## src/rtl/forwarding_hazard_unit.sv

```systemverilog
// Data-hazard resolver for the 5-stage MIPS32 pipeline: stalls and bypass selects.
// Define HAZARD_STATS_EN to add saturating stall/forward event counters.
module forwarding_hazard_unit (
  input  logic       clock,
  input  logic       reset,
  input  logic [7:0] sig_hazards,
  input  logic [4:0] id_rs,
  input  logic [4:0] id_rt,
  input  logic [4:0] ex_rs,
  input  logic [4:0] ex_rt,
  input  logic [4:0] ex_rt_rd,
  input  logic [4:0] me_rt_rd,
  input  logic [4:0] wb_rt_rd,
  input  logic       ex_jump_link,
  input  logic       ex_reg_write,
  input  logic       me_reg_write,
  input  logic       wb_reg_write,
  input  logic       me_mem_read,
  input  logic       me_mem_write,
  input  logic       me_mem_to_reg,
  output logic       id_stall,
  output logic       ex_stall,
  output logic [1:0] id_fwd_rs_sel,
  output logic [1:0] id_fwd_rt_sel,
  output logic [1:0] ex_fwd_rs_sel,
  output logic [1:0] ex_fwd_rt_sel,
  output logic       me_write_data_fwd_sel
`ifdef HAZARD_STATS_EN
  ,
  output logic [31:0] stat_id_stalls,
  output logic [31:0] stat_ex_stalls,
  output logic [31:0] stat_fwd_events
`endif
);

  function automatic logic reg_match(input logic [4:0] src, input logic [4:0] dst,
                                     input logic wr);
    return (src != 5'd0) && (src == dst) && wr;
  endfunction

  // ME is the youngest producer, so it wins over WB when both hold the register.
  function automatic logic [1:0] bypass_sel(input logic me_hit, input logic wb_hit);
    if (me_hit) return 2'b01;
    if (wb_hit) return 2'b10;
    return 2'b00;
  endfunction

  logic need_id_rs, need_id_rt, need_ex_rs, need_ex_rt;
  logic use_id_rs, use_id_rt, use_ex_rs, use_ex_rt;
  logic me_load, me_fwd_ok;
  logic m_idex_rs, m_idex_rt, m_idme_rs, m_idme_rt, m_idwb_rs, m_idwb_rt;
  logic m_exme_rs, m_exme_rt, m_exwb_rs, m_exwb_rt;
  logic ex_stall_raw, id_stall_raw;

  assign need_id_rs = sig_hazards[6];
  assign need_id_rt = sig_hazards[4];
  assign need_ex_rs = sig_hazards[2];
  assign need_ex_rt = sig_hazards[0];
  assign use_id_rs  = sig_hazards[7] | sig_hazards[6];
  assign use_id_rt  = sig_hazards[5] | sig_hazards[4];
  assign use_ex_rs  = sig_hazards[3] | sig_hazards[2];
  assign use_ex_rt  = sig_hazards[1] | sig_hazards[0];

  assign me_load   = (me_mem_read | me_mem_to_reg) & ~me_mem_write;
  assign me_fwd_ok = ~me_mem_read & ~me_mem_write;

  assign m_idex_rs = reg_match(id_rs, ex_rt_rd, ex_reg_write) & use_id_rs;
  assign m_idex_rt = reg_match(id_rt, ex_rt_rd, ex_reg_write) & use_id_rt;
  assign m_idme_rs = reg_match(id_rs, me_rt_rd, me_reg_write) & use_id_rs;
  assign m_idme_rt = reg_match(id_rt, me_rt_rd, me_reg_write) & use_id_rt;
  assign m_idwb_rs = reg_match(id_rs, wb_rt_rd, wb_reg_write) & use_id_rs;
  assign m_idwb_rt = reg_match(id_rt, wb_rt_rd, wb_reg_write) & use_id_rt;
  assign m_exme_rs = reg_match(ex_rs, me_rt_rd, me_reg_write) & use_ex_rs;
  assign m_exme_rt = reg_match(ex_rt, me_rt_rd, me_reg_write) & use_ex_rt;
  assign m_exwb_rs = reg_match(ex_rs, wb_rt_rd, wb_reg_write) & use_ex_rs;
  assign m_exwb_rt = reg_match(ex_rt, wb_rt_rd, wb_reg_write) & use_ex_rt;

  // A load in ME cannot be bypassed this cycle; anything in EX cannot be bypassed to ID at all.
  assign ex_stall_raw = (m_exme_rs & need_ex_rs & me_load) | (m_exme_rt & need_ex_rt & me_load);
  assign id_stall_raw = ex_stall_raw
                      | (m_idex_rs & need_id_rs) | (m_idex_rt & need_id_rt)
                      | (m_idme_rs & need_id_rs & me_load) | (m_idme_rt & need_id_rt & me_load);

  always_comb begin
    id_stall              = 1'b0;
    ex_stall              = 1'b0;
    id_fwd_rs_sel         = 2'b00;
    id_fwd_rt_sel         = 2'b00;
    ex_fwd_rs_sel         = 2'b00;
    ex_fwd_rt_sel         = 2'b00;
    me_write_data_fwd_sel = 1'b0;
    if (!reset) begin
      id_stall      = id_stall_raw;
      ex_stall      = ex_stall_raw;
      id_fwd_rs_sel = bypass_sel(m_idme_rs & me_fwd_ok, m_idwb_rs);
      id_fwd_rt_sel = bypass_sel(m_idme_rt & me_fwd_ok, m_idwb_rt);
      if (ex_jump_link) begin
        ex_fwd_rs_sel = 2'b11;
        ex_fwd_rt_sel = 2'b11;
      end else begin
        ex_fwd_rs_sel = bypass_sel(m_exme_rs & me_fwd_ok, m_exwb_rs);
        ex_fwd_rt_sel = bypass_sel(m_exme_rt & me_fwd_ok, m_exwb_rt);
      end
      me_write_data_fwd_sel = reg_match(me_rt_rd, wb_rt_rd, wb_reg_write);
    end
  end

`ifdef HAZARD_STATS_EN
  function automatic logic [31:0] sat_inc(input logic [31:0] cnt, input logic en);
    if (en && (cnt != 32'hFFFF_FFFF)) return cnt + 32'd1;
    return cnt;
  endfunction

  logic [31:0] id_stalls_q, id_stalls_d;
  logic [31:0] ex_stalls_q, ex_stalls_d;
  logic [31:0] fwd_events_q, fwd_events_d;
  logic        fwd_event;

  // Link selects (11) are not data bypasses and are not counted.
  assign fwd_event = (id_fwd_rs_sel != 2'b00) | (id_fwd_rt_sel != 2'b00)
                   | (ex_fwd_rs_sel == 2'b01) | (ex_fwd_rs_sel == 2'b10)
                   | (ex_fwd_rt_sel == 2'b01) | (ex_fwd_rt_sel == 2'b10);

  always_comb begin
    id_stalls_d  = sat_inc(id_stalls_q, id_stall);
    ex_stalls_d  = sat_inc(ex_stalls_q, ex_stall);
    fwd_events_d = sat_inc(fwd_events_q, fwd_event);
  end

  always_ff @(posedge clock or posedge reset) begin
    if (reset) begin
      id_stalls_q  <= 32'd0;
      ex_stalls_q  <= 32'd0;
      fwd_events_q <= 32'd0;
    end else begin
      id_stalls_q  <= id_stalls_d;
      ex_stalls_q  <= ex_stalls_d;
      fwd_events_q <= fwd_events_d;
    end
  end

  assign stat_id_stalls  = id_stalls_q;
  assign stat_ex_stalls  = ex_stalls_q;
  assign stat_fwd_events = fwd_events_q;
`else
  logic unused_clock;
  assign unused_clock = clock;
`endif

endmodule

```

## config.mk

```make
export PLATFORM = sky130hd
export DESIGN_NAME = forwarding_hazard_unit
export DESIGN_NICKNAME = d
export VERILOG_FILES = /design/src/rtl/forwarding_hazard_unit.sv
export SDC_FILE = /design/constraint.sdc
export NUM_CORES = 1
export LEC_CHECK = 0
export BUFFER_PORTS_ARGS = -buffer_cell sky130_fd_sc_hd__buf_2
export CORE_UTILIZATION = 45
export DETAILED_ROUTE_END_ITERATION = 8
export PLACE_DENSITY = 0.84
export RECOVER_POWER = 100
export SLEW_MARGIN = 25
export SYNTH_ARGS = -nofsm -noshare
export SYNTH_HDL_FRONTEND = slang
export SYNTH_SLANG_ARGS = --single-unit
```

## constraint.sdc

```tcl
create_clock -name vclk -period 3.3
set_input_delay 0.33 -clock vclk [all_inputs]
set_output_delay 0.33 -clock vclk [all_outputs]
set_load 0.005 [all_outputs]
```

==> Flow_metrics.wiki <==
{| class="wikitable"
! Metric !! Value
|-
| Fin Setup TNS || 0 ns
|-
| Via count of the first global-routing pass || 1,076
|-
| Number of nets still failing antenna checks after routing || 0
|-
| Internal Pwr Total || 0.0729 mW
|-
| Count of cell instances traversed by the critical path || 7
|-
| Core Area || 2000 sq um
|-
| Placer Congestion || 0.810
|-
| Max frequency || 416 MHz
|-
| Total vias in the final route || 1,112
|-
| Worst Tran Pin Value || 0.612 ns
|-
| Die height || 48.8 um
|-
| Number of nets in the synthesized netlist || 185
|-
| VDD IR-drop max || 0.0000728 V
|-
| Non-filler cells in the finished layout || 211
|-
| Combinational power share || 100.0%
|-
| Count of final max-slew check failures || 0
|-
| # Max-Cap Violations || 0
|-
| Placed cell area || 1250 sq um
|-
| Effective utilization at floorplan || 49.1%
|-
| Area of all placed cells without fillers || 1240 sq um
|-
| Quantity of I/O buffers inserted on ports || 62
|-
| Share of post-route cells with drive strength above 1 || 34.8%
|-
| Nature of the critical path startpoint || input pin
|-
| Path type of the worst min-delay path || input pin to output pin
|-
| Status || completed
|-
| Min Clock Period, post-route || 2.41 ns
|-
| Ratio of final minimum period to clock period || 72.9%
|-
| Combined global-route utilization of all metal layers || 24.1%
|-
| Violation count after the first detailed-route iteration || 15
|-
| Main area contributors after synthesis || xnor2_1, xor2_1, nand4_1
|-
| Final HPWL from detailed placement || 2460 um
|-
| Number of distinct library cells after synthesis || 27
|-
| Post-CTS Repair Setup Buffers || 0
|-
| Number of clock-tree buffers in the layout || 0
|-
| Antenna Diode Count || 0
|-
| Fillcell total || 197
|-
| Switching power of the nets || 0.0766 mW
|-
| Count of sequential standard cells || 0
|-
| Setup crit end kind || output pin
|-
| Sum of overflow across all layers after global routing || 0
|-
| Peak fanout along the critical path || 6
|-
| Number of cells in the design after placement || 211
|-
| Relative contribution of the clock network to total power || 0%
|-
| Routed wirelength normalized by instance count || 13.2 um
|-
| Most repeated cell in the gate-level netlist after synthesis || xnor2_1
|-
| Pin count of the biggest net entering global routing || 11
|-
| IO Count || 63
|-
| Delay of the slowest cell on the worst path || 0.49 ns
|-
| Sequential area share after synthesis || 0%
|-
| Area Growth Syn to Fin || 26.6%
|-
| DRC violation count after routing || 0
|-
| Delay-heaviest family, CP || simple AND/OR/NAND/NOR gates
|-
| Worst Setup Path Type || input pin to output pin
|-
| Number of rows created at floorplan || 16
|-
| Critical path arrival || 2.08 ns
|-
| Iteration count of the initial detailed-routing pass || 4
|-
| Critical Path RT || 2.97 ns
|-
| Bufs and invs on worst path || 2
|-
| Final cell utilization of the core || 62.2%
|-
| Die Footprint || 2380 sq um
|-
| Area of the multi-input gates || 900 sq um
|-
| Worst slew slack as a fraction of its limit || 58.8%
|-
| Count of mapped cells out of synthesis || 133
|-
| First-pass GRT wire length || 4640 um
|-
| Unrepaired setup endpoints after global routing || no
|-
| Mean post-synth cell area || 7.39 sq um
|-
| Count of endpoints failing setup in the final report || 0
|-
| Commonest cells in the synthesized netlist || xnor2_1, xor2_1, nor2_1
|-
| Width of the die || 48.8 um
|-
| Final hold vios || 0
|-
| Net switching share of the total power || 51.2%
|-
| Net count of the finished layout || 238
|-
| Portion of synthesized cell area occupied by the leading cell type || 25.8%
|-
| Cell area after synthesis || 983 sq um
|-
| Flop pwr share || 0%
|-
| Final routed wirelength across all metal layers || 2780 um
|-
| Area taken by flip-flops and latches || 0 sq um
|-
| Chain of cells forming the critical path || clkbuf_1, xnor2_2, nand3_1, or4_1, or3_1, a21oi_2, buf_2
|-
| Initial antenna violation count || 0
|-
| Cell taking the most area after synthesis || xnor2_1
|-
| Vias per std cell || 5.27
|-
| Leakage || 0.536 nW
|-
| Power per Cell Area || 120 nW/um^2
|-
| CTS Hold Buffers Added || 0
|-
| Post_cts resized || 0
|-
| Synth warn || 0
|-
| Worst hold path cell count || 3
|-
| Crit-path slowest cell || or4_1
|}
-- logic make-up (layout without fill, tap and decap cells) --
group	Yosys count	count (layout)	share of synthesized area [%]
xor+xnor	54	54	51.5
simple gates	53	53	31.2
compound gates	14	14	9.29
buf+inv	12	63	8.01
-- power by group through the flow --
stage	logic, mW	registers (mW)	clock network [mW]
floorplan	0.0935	0	0
global placement	0.144	0	0
detailed placement	0.150	0	0
CTS	0.150	0	0
global route	0.164	0	0
finish	0.149	0	0
-- metrics by stage --
| step | worst slack, ns | hold slack [ns] | power (mW) |
|---|---|---|---|
| after floorplan | 1.29 | 0.779 | 0.0935 |
| after global placement | 1.07 | 0.957 | 0.144 |
| after detailed placement | 1.08 | 1.00 | 0.150 |
| after CTS | 1.08 | 1.00 | 0.150 |
| after global routing | 0.783 | 1.04 | 0.164 |
| final | 0.895 | 1.01 | 0.149 |
-- worst paths after layout --
check / endpoint / slack (ns) / startpoint
setup / recovery: ex_fwd_rs_sel[0] / 0.89 / me_rt_rd[0]
hold / removal: ex_fwd_rs_sel[0] / 1.01 / reset
-- routing by layer --
layer	vias to the layer above	GRT usage, %	part of all wire, %
met4	0	0.490	0
li1	572	-	-
met3	0	0.943	4.6
met2	35	45.6	52
met5	-	0	0
met1	505	31.4	43
-- area by class of cell --
type	instances	area share, %
well taps	27	2.71
repair buffers	62	24.7
multi-input cells	121	72.3
inverters	1	0.302
-- placed cells by master, fill, tap and decap left out, types with 3 or more instances in the layout --
| cell type | n |
|---|---|
| nand3_1 | 3 |
| xor2_1 | 22 |
| nor2_1 | 12 |
| or4_1 | 6 |
| a21oi_1 | 5 |
| and3_1 | 4 |
| clkbuf_2 | 5 |
| nor3_1 | 5 |
| nor4_1 | 7 |
| nand4_1 | 8 |
| xnor2_1 | 29 |
| buf_2 | 55 |
| o21ai_0 | 3 |
(Power assumes the default switching activity.)
